**src/rtl/io_pkg.sv**
```systemverilog
`default_nettype none
// ============================================================================
// Module   : io_pkg
// Brief    : Shared constants, channel output type and counter-width helper
//            for the debounced input bank.
// Revision : 1.0
// ============================================================================
package io_pkg;

    localparam int IO_MAX_CH       = 16;
    localparam int IO_STATUS_WIDTH = 32;

    typedef struct packed {
        logic level;
        logic rise;
        logic fall;
    } io_ch_out_t;

    // Smallest width able to hold cycles-1 (at least one bit).
    function automatic int io_cnt_width(input int cycles);
        int w;
        w = 1;
        for (int i = 1; i <= 16; i++) begin
            if ((1 << i) < cycles) begin
                w = i + 1;
            end
        end
        return w;
    endfunction

endpackage
`default_nettype wire

```
**src/rtl/debounce_channel.sv**
```systemverilog
`default_nettype none
// ============================================================================
// Module   : debounce_channel
// Brief    : One input channel: 2-flop synchronizer, stability counter,
//            debounced level and one-cycle edge pulses.
// Revision : 1.0
// ============================================================================
module debounce_channel
    import io_pkg::*;
#(
    parameter int DEBOUNCE_CYCLES = 10
) (
    input  logic       clk,
    input  logic       reset,
    input  logic       raw_i,
    output io_ch_out_t out_o
);

    localparam int              CNT_W   = io_cnt_width(DEBOUNCE_CYCLES);
    localparam logic [CNT_W-1:0] CNT_MAX = CNT_W'(DEBOUNCE_CYCLES - 1);

    logic [1:0]       sync_q;
    logic [CNT_W-1:0] cnt_q;
    logic [CNT_W-1:0] cnt_d;
    logic             level_q;
    logic             level_d;
    logic             rise_q;
    logic             rise_d;
    logic             fall_q;
    logic             fall_d;
    logic             mismatch;
    logic             expire;

    // Counter never exceeds CNT_MAX: it either resets or toggles level there.
    always_comb begin
        mismatch = sync_q[1] ^ level_q;
        expire   = mismatch && (cnt_q == CNT_MAX);
        cnt_d    = '0;
        if (mismatch && !expire) begin
            cnt_d = cnt_q + 1'b1;
        end
        level_d  = level_q ^ expire;
        rise_d   = expire & ~level_q;
        fall_d   = expire &  level_q;
    end

    always_ff @(posedge clk or posedge reset) begin
        if (reset) begin
            sync_q  <= '0;
            cnt_q   <= '0;
            level_q <= 1'b0;
            rise_q  <= 1'b0;
            fall_q  <= 1'b0;
        end else begin
            sync_q  <= {sync_q[0], raw_i};
            cnt_q   <= cnt_d;
            level_q <= level_d;
            rise_q  <= rise_d;
            fall_q  <= fall_d;
        end
    end

    assign out_o.level = level_q;
    assign out_o.rise  = rise_q;
    assign out_o.fall  = fall_q;

endmodule
`default_nettype wire

```
**src/rtl/io_debounce_bank.sv**
```systemverilog
`default_nettype none
// ============================================================================
// Module   : io_debounce_bank
// Brief    : Bank of debounced inputs with sticky edge flags, status word and
//            optional interrupt (enabled by macro IO_DEBOUNCE_IRQ_EN).
// Revision : 1.0
// ============================================================================
module io_debounce_bank
    import io_pkg::*;
#(
    parameter int NUM_CH          = 4,
    parameter int DEBOUNCE_CYCLES = 10
) (
    input  logic                       clk,
    input  logic                       reset,
    input  logic [NUM_CH-1:0]          raw_in,
    input  logic                       clear_valid,
    input  logic [NUM_CH-1:0]          clear_mask,
    input  logic [NUM_CH-1:0]          irq_mask,
    output logic [NUM_CH-1:0]          level,
    output logic [NUM_CH-1:0]          rise_pulse,
    output logic [NUM_CH-1:0]          fall_pulse,
    output logic [NUM_CH-1:0]          sticky,
    output logic [IO_STATUS_WIDTH-1:0] status_word,
    output logic                       irq
);

    io_ch_out_t [NUM_CH-1:0] ch_out;
    logic       [NUM_CH-1:0] sticky_q;
    logic       [NUM_CH-1:0] sticky_d;
    logic       [NUM_CH-1:0] clr_eff;

    for (genvar g = 0; g < NUM_CH; g++) begin : g_ch
        debounce_channel #(
            .DEBOUNCE_CYCLES (DEBOUNCE_CYCLES)
        ) u_ch (
            .clk   (clk),
            .reset (reset),
            .raw_i (raw_in[g]),
            .out_o (ch_out[g])
        );
        assign level[g]      = ch_out[g].level;
        assign rise_pulse[g] = ch_out[g].rise;
        assign fall_pulse[g] = ch_out[g].fall;
    end

    // Setting from a visible pulse takes priority over a same-cycle clear.
    always_comb begin
        clr_eff  = clear_valid ? clear_mask : '0;
        sticky_d = (sticky_q & ~clr_eff) | rise_pulse | fall_pulse;
    end

    always_ff @(posedge clk or posedge reset) begin
        if (reset) begin
            sticky_q <= '0;
        end else begin
            sticky_q <= sticky_d;
        end
    end

    assign sticky      = sticky_q;
    assign status_word = IO_STATUS_WIDTH'({sticky_q, level});

`ifdef IO_DEBOUNCE_IRQ_EN
    logic irq_q;

    always_ff @(posedge clk or posedge reset) begin
        if (reset) begin
            irq_q <= 1'b0;
        end else begin
            irq_q <= |(sticky_q & irq_mask);
        end
    end

    assign irq = irq_q;
`else
    logic unused_irq_mask;

    assign unused_irq_mask = ^irq_mask;
    assign irq             = 1'b0;
`endif

endmodule
`default_nettype wire
```
**config.mk**
```make
export PLATFORM = sky130hd
export DESIGN_NAME = io_debounce_bank
export DESIGN_NICKNAME = d
export VERILOG_FILES = /design/src/rtl/io_pkg.sv /design/src/rtl/debounce_channel.sv /design/src/rtl/io_debounce_bank.sv
export SDC_FILE = /design/constraint.sdc
export NUM_CORES = 1
export LEC_CHECK = 0
export CORE_MARGIN = 2
export CORE_UTILIZATION = 35
export CTS_BUF_LIST = sky130_fd_sc_hd__clkbuf_4 sky130_fd_sc_hd__clkbuf_8
export DETAILED_ROUTE_END_ITERATION = 6
export SETUP_SLACK_MARGIN = 0.3
export SYNTH_ARGS = -nofsm -noshare
export SYNTH_HDL_FRONTEND = slang
export SYNTH_SLANG_ARGS = --single-unit
```
**constraint.sdc**
```tcl
create_clock -name clk -period 2.4 [get_ports clk]
set_input_delay 0.48 -clock clk [delete_from_list [all_inputs] [get_ports clk]]
set_output_delay 0.48 -clock clk [all_outputs]
set_load 0.02 [all_outputs]
```
# Word-level counts from Yosys, hierarchy flattened
# Index checks and enable logic that the tools add are counted.
totals:
  out_inout_bits: 49
  wordCells: 70
  reg_bits: 40
op_classes:
  bitwise_logic: 24
  eq_ne: 4
  n_reduce_logical: 12
  addsub: 4
  muxes: 5
op_table:
  columns: ["op", "n"]
  rows:
  - ["two-way mux 4 bit", 5]
  - ["adder 4 x 1 -> 4 bit (second input constant)", 4]
  - ["equality test 4 bit (second input constant)", 4]
  - ["AND 1 bit", 8]
  - ["logical AND 1 bit", 8]
  - ["bitwise OR 4 bit", 2]
  - ["bitwise XOR 1 bit", 8]
  - ["AND 4 bit", 1]
  - ["logical NOT 1 bit", 4]
  - ["inverter 1 bit", 4]
  - ["inverter 4 bit", 1]

# Longest topological paths before layout
# Gate-level depths: netlist of the first run.
depth:
  ltp_word: 5
  mapped_depth: 5
  ltp_nobuf: 5

# Cells and area by module
# From an unflattened synthesis of the first run, not the netlist that was laid out.
hier_totals:
  hier_cells: 163
  hier_area_um2: 1926.8
modules_own_cells:
  columns: ["mod", "cells_per_inst", "area_each_um2", "n_inst"]
  rows:
  - ["debounce_channel", 29, 380.4, 4]
  - ["io_debounce_bank", 47, 405.4, 1]

# Worst setup path before layout of the first run
# OpenSTA, ideal clock, no wires.
synth_path:
  path_type: "register to register"
  start: "register g_ch[1].u_ch.cnt_q[0]"
  end: "register with a tool-made name"
  n_path_buf: 0
  setup_time_ns: 0.125
  period_less_slack_ns: 1.123
  setup_slack_ns: 1.277
  arrival_ns: 0.998
  stages_incl_launch_ff: 4
  t_required_ns: 2.275
  cell_sequence: "dfrtp_1 ha_1 nand3b_4 mux2_4"
synth_lines:
  columns: ["item", "line", "rtl"]
  rows:
  - ["from (decl)", "debounce_channel.sv:23", "logic [CNT_W-1:0] cnt_q;"]
  - ["from (signal assigned)", "debounce_channel.sv:56", "cnt_q <= cnt_d;"]

==> results of run 1 <==
==> worst register-to-register path: cells and delay by family, from the launching register on <==
kind                       cells  cell delay (ns)
adders and majority gates      1             0.19
and+or+nand+nor                1             0.11
buffers and inverters          1             0.07
DFF                            1             0.40
muxes                          1             0.30
==> cell usage in the layout, fill, tap and decap left out <==
| master | count |
|---|---|
| clkbuf_4 | 2 |
| buf_4 | 1 |
| clkdlybuf4s50_1 | 34 |
| nand3_1 | 4 |
| xnor2_1 | 4 |
| conb_1 | 25 |
| clkbuf_8 | 6 |
| mux2_4 | 4 |
| dfrtp_1 | 40 |
| nor3b_1 | 8 |
| nand3b_4 | 4 |
| xor2_1 | 8 |
| a211o_1 | 4 |
| inv_1 | 5 |
| ha_1 | 8 |
| nor2_1 | 16 |
| nand2_1 | 8 |
==> logic make-up after synthesis <==
| logic type | count (synthesis) | share of synthesized area (%) |
|---|---|---|
| xor+xnor | 12 | 5.497 |
| compound gates | 4 | 1.832 |
| other cells | 1 | 0.1961 |
| mux | 4 | 3.141 |
| simple gates | 40 | 13.09 |
| fa+ha+maj | 8 | 5.236 |
| flops | 40 | 52.36 |
| buf+inv | 50 | 18.65 |
==> cell type report <==
| cell class | count | area share, % |
|---|---|---|
| flip-flops and latches | 40 | 45.56 |
| multi-input cells | 93 | 29.33 |
| repair buffers | 35 | 15.83 |
| clock buffers | 8 | 4.442 |
| well taps | 70 | 3.986 |
| inverters | 5 | 0.8542 |
==> power by group through the flow <==
stage               combinational [mW]  sequential (mW)  clock (mW)
global route                     0.249            0.785       0.519
floorplan                        0.211            0.778           0
CTS                              0.228            0.775       0.492
detailed placement               0.227            0.788           0
finish                           0.224            0.775       0.478
global placement                 0.221            0.786           0
==> per-layer routing <==
metal | vias up | global-route usage, % | share of wire [%]
met5 | - | 0 | 0
met4 | 0 | 7.368 | 3.3
met3 | 8 | 2.791 | 6.2
met2 | 40 | 11.81 | 41
met1 | 453 | 12.21 | 49
li1 | 480 | - | -
==> path summary, 6_finish.rpt <==
kind / cells after the start / endpoint / slack [ns]
max: 1 / level[2] / 0.54
min: 0 / g_ch[3].u_ch.sync_q[1]$_DFF_PP0_ / 0.35
max reg2reg: 4 / register / 1.22
min reg2reg: 0 / g_ch[3].u_ch.sync_q[1]$_DFF_PP0_ / 0.35
max in group asynchronous: 3 / g_ch[0].u_ch.cnt_q[3]$_DFF_PP0_ / 1.46
min in group asynchronous: 3 / g_ch[2].u_ch.sync_q[0]$_DFF_PP0_ / 0.60
==> sequential cells by signal, summed over array words and instances, names as in the netlist, named ones only <==
name,cells
g_ch.u_ch.fall_q,4
sticky,4
g_ch.u_ch.sync_q,8
g_ch.u_ch.rise_q,4
g_ch.u_ch.cnt_q,16
==> metrics by stage <==
step / setup WS, ns / area, um^2
floorplan: 1.002 / 2002
global placement: 0.8481 / 2100
detailed placement: 0.8462 / 2100
CTS: 0.5186 / 2197
global route: 0.4798 / 2197
finish: 0.5444 / 2197
==> out/qor.yml, run 1 <==
status:
  status: "finished, final reports clean"
floorplan:
  rows: 26
  die_y_um: 77.91
  core_mm2: 0.005205
  die_w_um: 77.91
  start_util_pct: 36.73
  die-area_mm2: 0.006069
  ios: 64
setup_path:
  required_ns: 1.92
  path_delay_family: "buffers and inverters"
  worstSetupPathType: "register to primary output"
  startpoint_type: "register"
  cp_max_fo: 6
  arrival_ns: 1.38
  critPathMaxStageDelay_ns: 0.64
  r2r-start: "g_ch[1].u_ch.cnt_q[1]$_DFF_PP0_"
  cp_cell_sequence: "clkdlybuf4s50_1"
  worst_setup_path_end_kind: "primary output"
  cp_slowest_cell: "clkdlybuf4s50_1"
  path_buf_inv: 1
sta:
  finClkSkew_ns: 0.004903
  finalHoldViolCount: 0
  setup_tns_ns: 0
  fin_crit_ns: 1.856
  timing.final.crit_share_pct: 77.32
  rsz0062_at_grt: "no"
  fmax_mhz: 538.9
  slew_violations: 0
  setup_viol: 0
  hold_ws_ns: 0.3508
cells_and_area:
  nets: 203
  fill_cells: 516
  area_delta_synth_final_pct: 14.92
  n_antenna_cell: 0
  multi_input_area_um2: 644.4
  register_area_mm2: 0.001001
  final_core_util_pct: 42.21
  fin_cells: 251
  layout-drive-gt1-share_pct: 9.392
power_and_ir_drop:
  switching_power_uw: 395.6
  p_sw_share_pct: 26.79
  peakVddDrop_mv: 0.3088
  power_frac_comb_pct: 15.1
  fin_total_pwr_mw: 1.477
  p_int_mw: 1.081
  leakagePower_nw: 1.179
  power_density_mw_per_mm2: 672.0
  p_clk_share_pct: 32.4
  power_frac_seq_pct: 52.5
clock_tree:
  cts_tree: "yes"
  cts_setup_buffers: 0
  insertion_delay_ns: 0.29
  clock-root-buffer: "clkbuf_8"
  cts-hold-fix-buffers: 0
  clockBufferDepth: 2
  cts_resized: 0
  htreeDepth: 2
  clock_sinks: 40
  cts.clk_slew.worst_paths_ns: 0.07
  cts_buffers: 5
synth:
  syn_area_per_cell_um2: 12.02
  yosys-top-cells-area: "dfrtp_1 52%, buf_4 18%, ha_1 5.2%"
  yosysTopAreaCell: "dfrtp_1"
  yosysSeqAreaShare_pct: 52.36
  synthDistinctLibCells: 14
  synth_area_mm2: 0.001912
  synthArstFlopShare_pct: 100.0
  ys_warn_count: 0
  syn-instance-count: 159
  synth_ff_type: "dfrtp_1"
  synth_edf_count: 0
  synth.top_cells.by_count: "45 x buf_4, 40 x dfrtp_1, 16 x nor2_1"
  synth.most_common_cell: "buf_4"
  synth_top_area_share_pct: 52.36
  ys_ff_latch: 40
global_routing:
  antenna_found_initial: 0
  grt_max_degree: 41
  grt_pass1_wl_um: 4167
  grt.total_usage_pct: 9.084
  grt_overflow_total: 0
  first_global_vias: 907
worst_hold_path:
  hp-class: "register to register"
  hold_start: "g_ch[3].u_ch.sync_q[0]$_DFF_PP0_"
detailed_routing:
  ant_nets: 0
  drtIter0Drc: 49
  routed_wl_um: 2589
  drc: 0
  num_vias: 981
  viasPerCell: 3.908
  drtPass1Iterations: 2
  wl_per_cell_um: 10.31
place:
  hpwl_um: 1840
  placedCellCount: 243
  place_congestion: 0.7055
  io_buffers: 34
flow_run:
  drv_cap: 0
Power figures use the tool's default switching activity.
==> run 2, diff against run 1 <==
clock period = 1.8 ns   (was 2.4 ns; I/O delays follow)
==> run 2 against run 1 <==
Net effect: worst hold slack worse by 0.0011 ns; clock skew fell by 0.0023 ns; sequential cell count is the same; global-route usage grew 0.23 points; register-to-register slack got worse by 0.60 ns; critical path depth unchanged; power up 32%; final area fell by 0.80%; combinational power up 30%; first-iteration DRC count fell by 57%; count of clock-buffer cells in the layout decreased by 1; clock power grew 31%; critical endpoint is now status_word[0]; highest routed layer unchanged.
==> out/qor.yml, run 2 (synthesized netlist as in run 1, its figures left out) <==
status:
  status: "finished, final reports clean"  # unchanged
sta:
  finalHoldViolCount: 0  # unchanged
  worst_slack_ns: 0.3565  # was 0.5444 ns
  fmax_mhz: 692.8
  fin_crit_ns: 1.443
  timing.final.crit_share_pct: 80.19
  setup_viol: 0  # unchanged
  setup_tns_ns: 0  # unchanged
  rsz0062_at_grt: "no"  # unchanged
  finClkSkew_ns: 0.002565  # was 0.004903 ns
  slew_violations: 0  # unchanged
worst_hold_path:
  hp-class: "register to register"  # unchanged
cells_and_area:
  regMostFlops: "g_ch.u_ch.cnt_q"  # unchanged
  design_area_mm2: 0.002180  # was 0.002197 mm^2
  largest_reg_flops: 16  # unchanged
  layout_commonest_cell: "dfrtp_1"  # unchanged
  top_regs: "g_ch.u_ch.cnt_q: 16 flops, g_ch.u_ch.sync_q: 8 flops"  # unchanged
  area_delta_synth_final_pct: 14.01  # was 14.92%
  layout_common_cells: "40 x dfrtp_1, 25 x conb_1, 24 x dlygate4sd2_1"  # was 40 x dfrtp_1, 34 x clkdlybuf4s50_1, 25 x conb_1
  n_antenna_cell: 0  # unchanged
  nets: 203  # unchanged
  layout-drive-gt1-share_pct: 9.392  # unchanged
clock_tree:
  cts_setup_buffers: 0  # unchanged
  cts_buffers: 5  # unchanged
  htreeDepth: 2  # unchanged
  clockBufferDepth: 2  # unchanged
  cts.clk_slew.worst_paths_ns: 0.08  # was 0.07 ns
  cts_tree: "yes"  # unchanged
  clock-root-buffer: "clkbuf_8"  # unchanged
  insertion_delay_ns: 0.28  # was 0.29 ns
  clock_sinks: 40  # unchanged
  cts-hold-fix-buffers: 0  # unchanged
place:
  place_area_mm2: 0.002112  # was 0.002100 mm^2
  place_congestion: 0.7374  # was 0.7055
  pre_cts_ws_ns: 0.3695  # was 0.8462 ns
  io_buffers: 34  # unchanged
  hpwl_um: 1848  # was 1840 um
setup_path:
  path_delay_family: "flip-flops"  # was buffers and inverters
  cp_cell_sequence: "dlygate4sd2_1"  # was clkdlybuf4s50_1
  startpoint_type: "register"  # unchanged
  path_buf_inv: 1  # unchanged
  cp_max_fo: 6  # unchanged
  critPathMaxStageDelay_ns: 0.44  # was 0.64 ns
  arrival_ns: 1.08  # was 1.38 ns
  required_ns: 1.44  # was 1.92 ns
  cp_slowest_cell: "dfrtp_1"  # was clkdlybuf4s50_1
  worst_setup_path_end_kind: "primary output"  # unchanged
  worstSetupPathType: "register to primary output"  # unchanged
detailed_routing:
  viasPerCell: 4.028  # was 3.908
  drc: 0  # unchanged
  drtPass1Iterations: 4  # was 2
  routed_wl_um: 2576  # was 2589 um
  wl_per_cell_um: 10.26  # was 10.31 um
  drtIter0Drc: 21  # was 49
  num_vias: 1011  # was 981
  ant_nets: 0  # unchanged
floorplan:
  die-area_mm2: 0.006069  # unchanged
  die_w_um: 77.91  # unchanged
  ios: 64  # unchanged
  die_y_um: 77.91  # unchanged
  core_mm2: 0.005205  # unchanged
  rows: 26  # unchanged
  start_util_pct: 36.73  # unchanged
flow_run:
  drv_cap: 0  # unchanged
power_and_ir_drop:
  power_density_mw_per_mm2: 894.2  # was 672.0 mW/mm^2
  peakVddDrop_mv: 0.3355  # was 0.3088 mV
  leakagePower_nw: 1.295  # was 1.179 nW
  fin_total_pwr_mw: 1.949  # was 1.477 mW
global_routing:
  first_global_vias: 958  # was 907
  grt_overflow_total: 0  # unchanged
  grt_max_degree: 41  # unchanged
  grt_pass1_wl_um: 4319  # was 4167 um
  antenna_found_initial: 0  # unchanged
  grt.total_usage_pct: 9.313  # was 9.084%
## run 2: metrics by stage
step           cells  hold slack, ns  util [%]
3_5_place_dp     243          0.3347     40.58
3_3_place_gp     243          0.3327     40.58
4_1_cts          251          0.3515     41.88
6_report         251          0.3497     41.88
5_1_grt          251          0.3526     41.88
2_1_floorplan    183          0.3312         -
## run 2: path summary, 6_finish.rpt
check,endpoint,slack (ns),from,cells past startpoint
worst max-delay path,status_word[0],0.36,register,1
worst min-delay path,g_ch[3].u_ch.sync_q[1]$_DFF_PP0_,0.35,g_ch[3].u_ch.sync_q[0]$_DFF_PP0_,0
worst max register to register,register,0.62,g_ch[3].u_ch.cnt_q[0]$_DFF_PP0_,3
worst min register to register,g_ch[3].u_ch.sync_q[1]$_DFF_PP0_,0.35,g_ch[3].u_ch.sync_q[0]$_DFF_PP0_,0
max in group asynchronous,g_ch[1].u_ch.fall_q$_DFF_PP0_,1.19,reset,3
min in group asynchronous,g_ch[2].u_ch.sync_q[0]$_DFF_PP0_,0.42,reset,3
## run 2: cell type report
class / instances / area [um^2]
multi-input cells: 93 / 644.4
fillers: 520 / 3025
clock buffers: 7 / 90.09
inverters: 5 / 18.77
well taps: 70 / 87.58
repair buffers: 35 / 330.3
clock inverters: 1 / 7.507
flip-flops and latches: 40 / 1001
## run 2: repair_timing
| item | in CTS | in global routing |
|---|---|---|
| endpoints found under the setup margin | 24 | 0 |
| hold endpoints to repair | 0 | 0 |
| gates resized for setup | 24 | 0 |
## run 2: where the power goes
group / switching [mW] / internal, mW / total [mW]
clock network: 0.300 / 0.326 / 0.626
registers: 0.0637 / 0.967 / 1.03
logic: 0.168 / 0.124 / 0.292
total: 0.532 / 1.42 / 1.95
## run 2: metal layers
| layer | vias up | routed length, um | track usage, % |
|---|---|---|---|
| met4 | 0 | 59 | 5.789 |
| met5 | - | 0 | 0 |
| met3 | 5 | 168 | 3.140 |
| met2 | 38 | 1183 | 13.36 |
| li1 | 483 | - | - |
| met1 | 485 | 1165 | 12.02 |
